## src/rtl/cpu_pkg.sv

```systemverilog
// Shared types and constants for the CPU front end.
// Holds the fetch FSM/vector-select enums and the instruction-group codes the IF stage decodes.
package cpu_pkg;

  localparam logic [15:0] BUBBLE_INSTR = 16'h07F8;
  localparam logic [2:0]  FUNC_IMM     = 3'b100;
  localparam logic [2:0]  FUNC_JMP     = 3'b110;

  typedef enum logic [1:0] {
    VEC_LO = 2'd0,
    VEC_HI = 2'd1,
    RUN    = 2'd2
  } fetch_state_t;

  typedef enum logic {
    RST = 1'b0,
    IVT = 1'b1
  } vec_sel_t;

endpackage

```

## src/rtl/fetch_unit_if.sv

```systemverilog
// Bundle of the IF stage's memory, control, IF/ID and debug signals.
// if_valid qualifies if_instr; there is no ready, stall is the only backpressure and it holds IF/ID.
interface fetch_unit_if #(
  parameter int AW = 20
);
  import cpu_pkg::*;

  logic [AW-1:0] imem_addr;
  logic [15:0]   imem_data;
  logic          stall;
  logic          flush;
  logic [31:0]   br_target;
  logic          int_raised_instr;
  logic [15:0]   int_instr;
  logic          int_raised_to_fetch;
  logic [15:0]   if_instr;
  logic [31:0]   if_pc;
  logic [31:0]   next_pc;
  logic [2:0]    func_bits;
  logic          is_jmp;
  logic          if_valid;
  logic          if_imm_word;
  fetch_state_t  dbg_state;
  logic [31:0]   dbg_pc;

  modport master (
    output imem_addr, if_instr, if_pc, next_pc, func_bits, is_jmp, if_valid, if_imm_word,
           dbg_state, dbg_pc,
    input  imem_data, stall, flush, br_target, int_raised_instr, int_instr, int_raised_to_fetch
  );

  modport slave (
    input  imem_addr, if_instr, if_pc, next_pc, func_bits, is_jmp, if_valid, if_imm_word,
           dbg_state, dbg_pc,
    output imem_data, stall, flush, br_target, int_raised_instr, int_instr, int_raised_to_fetch
  );

endinterface

```

## src/rtl/fetch_unit_ifid_reg.sv

```systemverilog
// IF/ID pipeline register: bubble has priority over load; with neither asserted every field holds.
// A bubble keeps if_pc/next_pc so the last real PC stays visible to the interrupt logic.
module ifid_reg
  import cpu_pkg::*;
(
  input  logic        clk,
  input  logic        rst_n,
  input  logic        bubble_i,
  input  logic        load_i,
  input  logic [15:0] instr_i,
  input  logic [31:0] pc_i,
  input  logic [31:0] npc_i,
  input  logic        valid_i,
  input  logic        imm_i,
  input  logic [2:0]  func_i,
  input  logic        jmp_i,
  output logic [15:0] instr_o,
  output logic [31:0] pc_o,
  output logic [31:0] npc_o,
  output logic        valid_o,
  output logic        imm_o,
  output logic [2:0]  func_o,
  output logic        jmp_o
);

  logic [15:0] instr_q;
  logic [31:0] pc_q, npc_q;
  logic        valid_q, imm_q, jmp_q;
  logic [2:0]  func_q;

  always_ff @(posedge clk or negedge rst_n) begin
    if (!rst_n) begin
      instr_q <= BUBBLE_INSTR;
      pc_q    <= 32'd0;
      npc_q   <= 32'd0;
      valid_q <= 1'b0;
      imm_q   <= 1'b0;
      func_q  <= 3'd0;
      jmp_q   <= 1'b0;
    end else if (bubble_i) begin
      instr_q <= BUBBLE_INSTR;
      valid_q <= 1'b0;
      imm_q   <= 1'b0;
      func_q  <= 3'd0;
      jmp_q   <= 1'b0;
    end else if (load_i) begin
      instr_q <= instr_i;
      pc_q    <= pc_i;
      npc_q   <= npc_i;
      valid_q <= valid_i;
      imm_q   <= imm_i;
      func_q  <= func_i;
      jmp_q   <= jmp_i;
    end
  end

  assign instr_o = instr_q;
  assign pc_o    = pc_q;
  assign npc_o   = npc_q;
  assign valid_o = valid_q;
  assign imm_o   = imm_q;
  assign func_o  = func_q;
  assign jmp_o   = jmp_q;

endmodule

```

## src/rtl/fetch_unit.sv

```systemverilog
// IF stage: owns the PC, loads reset/IVT vectors, fetches sequentially or from a branch target,
// and merges interrupt-injected words into the IF/ID register.
module fetch_unit
  import cpu_pkg::*;
#(
  parameter int          IMEM_AW = 20,
  parameter logic [31:0] RST_VEC = 32'h0,
  parameter logic [31:0] IVT_VEC = 32'h2
) (
  input logic         clk,
  input logic         rst_n,
  fetch_unit_if.master bus
);

  fetch_state_t       state_q, state_d;
  vec_sel_t           vec_sel_q, vec_sel_d;
  logic [31:0]        pc_q, pc_d, pc_inc;
  logic [15:0]        lo_q, lo_d;
  logic               imm_pend_q, imm_pend_d;
  logic [IMEM_AW-1:0] vec_addr, addr_w;

  logic        bubble, load, ld_valid, ld_imm, ld_jmp;
  logic [15:0] ld_instr;
  logic [31:0] ld_pc, ld_npc;
  logic [2:0]  ld_func, data_func;
  logic [15:0] r_instr;
  logic [31:0] r_pc, r_npc;
  logic [2:0]  r_func;
  logic        r_valid, r_imm, r_jmp;

  assign pc_inc    = pc_q + 32'd1;
  assign vec_addr  = (vec_sel_q == RST) ? RST_VEC[IMEM_AW-1:0] : IVT_VEC[IMEM_AW-1:0];
  assign data_func = bus.imem_data[15:13];

  always_ff @(posedge clk or negedge rst_n) begin
    if (!rst_n) begin
      state_q    <= VEC_LO;
      vec_sel_q  <= RST;
      pc_q       <= 32'd0;
      lo_q       <= 16'd0;
      imm_pend_q <= 1'b0;
    end else begin
      state_q    <= state_d;
      vec_sel_q  <= vec_sel_d;
      pc_q       <= pc_d;
      lo_q       <= lo_d;
      imm_pend_q <= imm_pend_d;
    end
  end

  always_comb begin
    state_d    = state_q;
    vec_sel_d  = vec_sel_q;
    pc_d       = pc_q;
    lo_d       = lo_q;
    imm_pend_d = imm_pend_q;
    addr_w     = pc_q[IMEM_AW-1:0];
    bubble     = 1'b0;
    load       = 1'b0;
    // Default load payload is a sequential memory fetch; the imm word's group bits are data, not opcode.
    ld_instr   = bus.imem_data;
    ld_pc      = pc_q;
    ld_npc     = pc_inc;
    ld_valid   = 1'b1;
    ld_imm     = imm_pend_q;
    ld_func    = imm_pend_q ? 3'd0 : data_func;
    ld_jmp     = !imm_pend_q && (data_func == FUNC_JMP);
    case (state_q)
      VEC_LO: begin
        addr_w  = vec_addr;
        lo_d    = bus.imem_data;
        state_d = VEC_HI;
        bubble  = 1'b1;
      end
      VEC_HI: begin
        addr_w  = vec_addr + IMEM_AW'(1);
        pc_d    = {bus.imem_data, lo_q};
        state_d = RUN;
        bubble  = 1'b1;
      end
      default: begin
        if (bus.int_raised_to_fetch) begin
          vec_sel_d  = IVT;
          state_d    = VEC_LO;
          bubble     = 1'b1;
          imm_pend_d = 1'b0;
        end else if (bus.flush) begin
          pc_d       = bus.br_target;
          bubble     = 1'b1;
          imm_pend_d = 1'b0;
        end else if (bus.int_raised_instr) begin
          load     = 1'b1;
          ld_instr = bus.int_instr;
          ld_npc   = r_npc;
          ld_valid = (bus.int_instr != BUBBLE_INSTR);
          ld_imm   = 1'b0;
          ld_func  = bus.int_instr[15:13];
          ld_jmp   = 1'b0;
        end else if (!bus.stall) begin
          load       = 1'b1;
          pc_d       = pc_inc;
          imm_pend_d = !imm_pend_q && (data_func == FUNC_IMM);
        end
      end
    endcase
  end

  ifid_reg u_ifid (
    .clk      (clk),
    .rst_n    (rst_n),
    .bubble_i (bubble),
    .load_i   (load),
    .instr_i  (ld_instr),
    .pc_i     (ld_pc),
    .npc_i    (ld_npc),
    .valid_i  (ld_valid),
    .imm_i    (ld_imm),
    .func_i   (ld_func),
    .jmp_i    (ld_jmp),
    .instr_o  (r_instr),
    .pc_o     (r_pc),
    .npc_o    (r_npc),
    .valid_o  (r_valid),
    .imm_o    (r_imm),
    .func_o   (r_func),
    .jmp_o    (r_jmp)
  );

  assign bus.imem_addr   = addr_w;
  assign bus.if_instr    = r_instr;
  assign bus.if_pc       = r_pc;
  assign bus.next_pc     = r_npc;
  assign bus.func_bits   = r_func;
  assign bus.is_jmp      = r_jmp;
  assign bus.if_valid    = r_valid;
  assign bus.if_imm_word = r_imm;
  assign bus.dbg_state   = state_q;
  assign bus.dbg_pc      = pc_q;

endmodule

```

## src/flat_wrapper.sv

```systemverilog
// flat-port wrapper written by rule: the top's interface ports become plain ports
module fetch_unit_flat import cpu_pkg::*;
#(
  parameter int          IMEM_AW = 20,
  parameter logic [31:0] RST_VEC = 32'h0,
  parameter logic [31:0] IVT_VEC = 32'h2
)
  (clk, rst_n, bus_imem_addr, bus_if_instr, bus_if_pc, bus_next_pc, bus_func_bits, bus_is_jmp, bus_if_valid, bus_if_imm_word, bus_dbg_state, bus_dbg_pc, bus_imem_data, bus_stall, bus_flush, bus_br_target, bus_int_raised_instr, bus_int_instr, bus_int_raised_to_fetch);
  fetch_unit_if #(.AW((20))) bus_i ();
  input logic clk;
  input logic rst_n;
  output wire logic [$bits(bus_i.imem_addr)-1:0] bus_imem_addr;
  output wire logic [$bits(bus_i.if_instr)-1:0] bus_if_instr;
  output wire logic [$bits(bus_i.if_pc)-1:0] bus_if_pc;
  output wire logic [$bits(bus_i.next_pc)-1:0] bus_next_pc;
  output wire logic [$bits(bus_i.func_bits)-1:0] bus_func_bits;
  output wire logic [$bits(bus_i.is_jmp)-1:0] bus_is_jmp;
  output wire logic [$bits(bus_i.if_valid)-1:0] bus_if_valid;
  output wire logic [$bits(bus_i.if_imm_word)-1:0] bus_if_imm_word;
  output wire logic [$bits(bus_i.dbg_state)-1:0] bus_dbg_state;
  output wire logic [$bits(bus_i.dbg_pc)-1:0] bus_dbg_pc;
  input wire logic [$bits(bus_i.imem_data)-1:0] bus_imem_data;
  input wire logic [$bits(bus_i.stall)-1:0] bus_stall;
  input wire logic [$bits(bus_i.flush)-1:0] bus_flush;
  input wire logic [$bits(bus_i.br_target)-1:0] bus_br_target;
  input wire logic [$bits(bus_i.int_raised_instr)-1:0] bus_int_raised_instr;
  input wire logic [$bits(bus_i.int_instr)-1:0] bus_int_instr;
  input wire logic [$bits(bus_i.int_raised_to_fetch)-1:0] bus_int_raised_to_fetch;
  assign bus_imem_addr = bus_i.imem_addr;
  assign bus_if_instr = bus_i.if_instr;
  assign bus_if_pc = bus_i.if_pc;
  assign bus_next_pc = bus_i.next_pc;
  assign bus_func_bits = bus_i.func_bits;
  assign bus_is_jmp = bus_i.is_jmp;
  assign bus_if_valid = bus_i.if_valid;
  assign bus_if_imm_word = bus_i.if_imm_word;
  assign bus_dbg_state = bus_i.dbg_state;
  assign bus_dbg_pc = bus_i.dbg_pc;
  assign bus_i.imem_data = bus_imem_data;
  assign bus_i.stall = bus_stall;
  assign bus_i.flush = bus_flush;
  assign bus_i.br_target = bus_br_target;
  assign bus_i.int_raised_instr = bus_int_raised_instr;
  assign bus_i.int_instr = bus_int_instr;
  assign bus_i.int_raised_to_fetch = bus_int_raised_to_fetch;
  fetch_unit #(.IMEM_AW(IMEM_AW), .RST_VEC(RST_VEC), .IVT_VEC(IVT_VEC)) u_core (.clk(clk), .rst_n(rst_n), .bus(bus_i));
endmodule
```

## config.mk

```make
export PLATFORM = sky130hd
export DESIGN_NAME = fetch_unit_flat
export DESIGN_NICKNAME = d
export VERILOG_FILES = /design/src/rtl/cpu_pkg.sv /design/src/rtl/fetch_unit_if.sv /design/src/rtl/fetch_unit_ifid_reg.sv /design/src/rtl/fetch_unit.sv /design/src/flat_wrapper.sv
export SDC_FILE = /design/constraint.sdc
export NUM_CORES = 1
export LEC_CHECK = 0
export BUFFER_PORTS_ARGS = -buffer_cell sky130_fd_sc_hd__buf_2
export CAP_MARGIN = 20
export CORE_UTILIZATION = 55
export CTS_BUF_LIST = sky130_fd_sc_hd__clkbuf_16
export CTS_CLUSTER_SIZE = 10
export DETAILED_ROUTE_END_ITERATION = 8
export GPL_ROUTABILITY_DRIVEN = 0
export PLACE_DENSITY = 0.85
export SYNTH_ARGS = -nofsm -noshare
export SYNTH_HDL_FRONTEND = slang
export SYNTH_SLANG_ARGS = --single-unit
```

## constraint.sdc

```tcl
create_clock -name clk -period 5 [get_ports clk]
set_input_delay 0.5 -clock clk [delete_from_list [all_inputs] [get_ports clk]]
set_output_delay 0.5 -clock clk [all_outputs]
set_load 0.01 [all_outputs]
```

==> out/results.txt <==
Status = finished, violations left
Req. time, crit path = 5.36 ns
Sequential area share after synthesis = 51.9%
Max_cap viols = 0
F_max = 351 MHz
Drt total wl = 20.4 mm
P per Cell Area = 621 nW/µm²
GRT Residual Overflow = 0
Die area = 12600 µm²
Final ANT Viol Nets = 0
Initial antenna violation count = 1
Largest fanout on the critical path = 42
Post-synthesis async set-or-reset flop share = 100%
Primary FF master, synth = dfrtp_1
Syn Std Cell Area = 6670 µm²
Detailed-route DRC error count = 13
H-tree levels = 4
Slew Limit Fails = 0
Syn avg cell area = 10.6 µm²
Top post-synthesis cells by count = 130 x dfrtp_1, 59 x nand2_1, 49 x mux2_2
CTS tree = done
PortBufs = 209
Initial Util = 57.4%
GRT Total Usage = 33.7%
Ratio of final minimum period to clock period = 56.9%
Share of cells above drive strength 1 = 37.1%
Synth Instances = 632
Sum Neg Setup Slack = 0 ns
Worst Skew = 0.00562 ns
Post_cts resized = 0
Dominant cells by area after synthesis = dfrtp_1 49%, mux2_2 8.3%, nand2_1 3.3%
#FFs+latches synth = 138
Max VDD drop = 250 µV
TritonCTS Sinks = 138
Clock slew at reported path FFs = 0.05 ns
Critical path data arrival time = 3.21 ns
Filler cells = 864
Hold crit path type = input pin to async pin
Most common cell in the netlist = dfrtp_1
Hpwl dp = 14.6 mm
Min Tclk post-route = 2.85 ns
Post-DR wirelength/cell = 20.9 µm
First-pass GRT wire length = 32.3 mm
Yosys warnings = 0
Setup violators final = 0
Vias per cell = 6.26
Synth cell types = 55
P_leak = 3.99 nW
Post-synth top area share = 48.8%
Synthesis-to-finish area growth = 23.4%
Final Core Density = 70.9%
Hold Violations, Final = 0
Row cnt = 39
Die X = 112 µm
Die Height = 112 µm
Clock buffer count from CTS = 17
EDFF count, synth = 0
Slew margin rel. = 25.9%
Largest net degree at the start of global routing = 73
Antenna cells = 0
Startpoint types = input pin
Vias = 6106
Setup bufs post-CTS = 0
Nets = 893
Syn Nets = 703
Worst Path Class, Setup = input pin to flop
Clock root cell = clkbuf_16
Failing checks = design-rule violations
Initial DRC count = 636
Maximum root-to-sink buffer count = 2
CTS Hold Bufs = 0
I/O pin total = 210
Drt pass-1 iters = 8
RSZ-0062 raised after global routing = no
Core footprint = 11600 µm²
Tot Pwr = 0.00512 W
Crit path capture type = flop
Vias in the first global route = 5929
Cell taking the most area after synthesis = dfrtp_1
Measured slew at the worst slew-check pin = 1.11 ns
Clock Latency Late Sink = 0.42 ns
==> worst max-delay path, stage by stage <==
cell and delay [ns]:
buf_2 0.22, or3b_1 0.70, or3_2 0.84, buf_4 0.39, nor4_2 0.30, a221o_1 0.15
a21o_1 0.08
==> routing by layer <==
| layer | share of wire, % | track usage (%) | wire, µm |
|---|---|---|---|
| met5 | 0 | 0 | 0 |
| met4 | 3.9 | 16.2 | 795 |
| met3 | 10 | 8.64 | 2130 |
| met2 | 48 | 54.0 | 9840 |
| met1 | 38 | 43.0 | 7670 |
==> power by group <==
group	leakage [nW]	switching, W	internal, W
clock network	0.269	0.000438	0.000605
logic	2.01	0.00109	0.000902
registers	1.71	0.000503	0.00158
==> worst paths after layout <==
| path | depth (start not counted) | endpoint | slack [ns] | from |
|---|---|---|---|---|
| setup / recovery | 7 | u_core.bus.dbg_pc[14] | 2.15 | bus_flush |
| hold / removal | 1 | u_core.u_ifid.pc_o[21] | 0.08 | rst_n |
| setup reg to reg | 6 | u_core.bus.dbg_pc[14] | 2.18 | u_core.bus.dbg_state[1] |
| hold reg to reg | 2 | u_core.u_ifid.pc_o[24] | 0.49 | u_core.u_ifid.pc_o[24] |
| max in group asynchronous | 2 | u_core.u_ifid.pc_o[0] | 3.62 | rst_n |
| min in group clk | 3 | u_core.u_ifid.instr_o[9] | 0.33 | bus_int_instr[9] |
==> sequential cells by signal, summed over array words and instances (netlist names) <==
register and flops:
u_core.u_ifid.valid_o 1, u_core.imm_pend_q 1, u_core.u_ifid.func_o 3, u_core.u_ifid.jmp_o 1, u_core.lo_q 16, u_core.bus.dbg_pc 32
u_core.u_ifid.pc_o 32, u_core.u_ifid.imm_o 1, u_core.vec_sel_q 1, u_core.bus.dbg_state 2, u_core.u_ifid.npc_o 32, u_core.u_ifid.instr_o 16
==> cells in the final DEF (no fill, tap or decap), types with 14 or more instances in the layout <==
cell type  instances
buf_2            208
dfrtp_1          130
nand2_1           58
mux2_2            49
nor2_1            43
o21ai_0           36
o21ai_1           29
a21oi_1           27
and2_1            20
mux2i_1           20
clkbuf_16         17
nand3_1           16
xor2_1            16
inv_1             15
a22oi_1           14
xnor2_1           14
==> kinds of logic (layout without fill, tap and decap cells) <==
family          after synthesis  count (layout)  share of synthesized area [%]
simple gates                190             190                           14.8
compound gates              152             152                           14.2
flops                       138             138                           51.9
mux                          69              69                           11.3
buf+inv                      52             253                           3.66
xor+xnor                     30              30                           3.94
fa+ha+maj                     1               1                          0.188
==> final cells by class <==
type	instances	area [µm²]	share of cell area, %
flip-flops and latches	138	3460	42.1
multi-input cells	442	2970	36.1
clock buffers	17	425	5.17
repair buffers	216	1110	13.5
clock inverters	13	53.8	0.654
inverters	7	26.3	0.319
well taps	143	179	2.17
==> per-stage QoR <==
stage | hold slack, ns | cells | area (µm²) | worst slack (ns)
after detailed placement | 0.466 | 946 | 7750 | 1.74
after global routing | 0.150 | 976 | 8230 | 1.94
after CTS | 0.122 | 976 | 8230 | 2.16
final | 0.0841 | 976 | 8230 | 2.15
after floorplan | 0.204 | 632 | 6670 | 2.90
after global placement | 0.461 | 945 | 7740 | 1.86
Note: power is estimated with default switching activity, not from simulation.
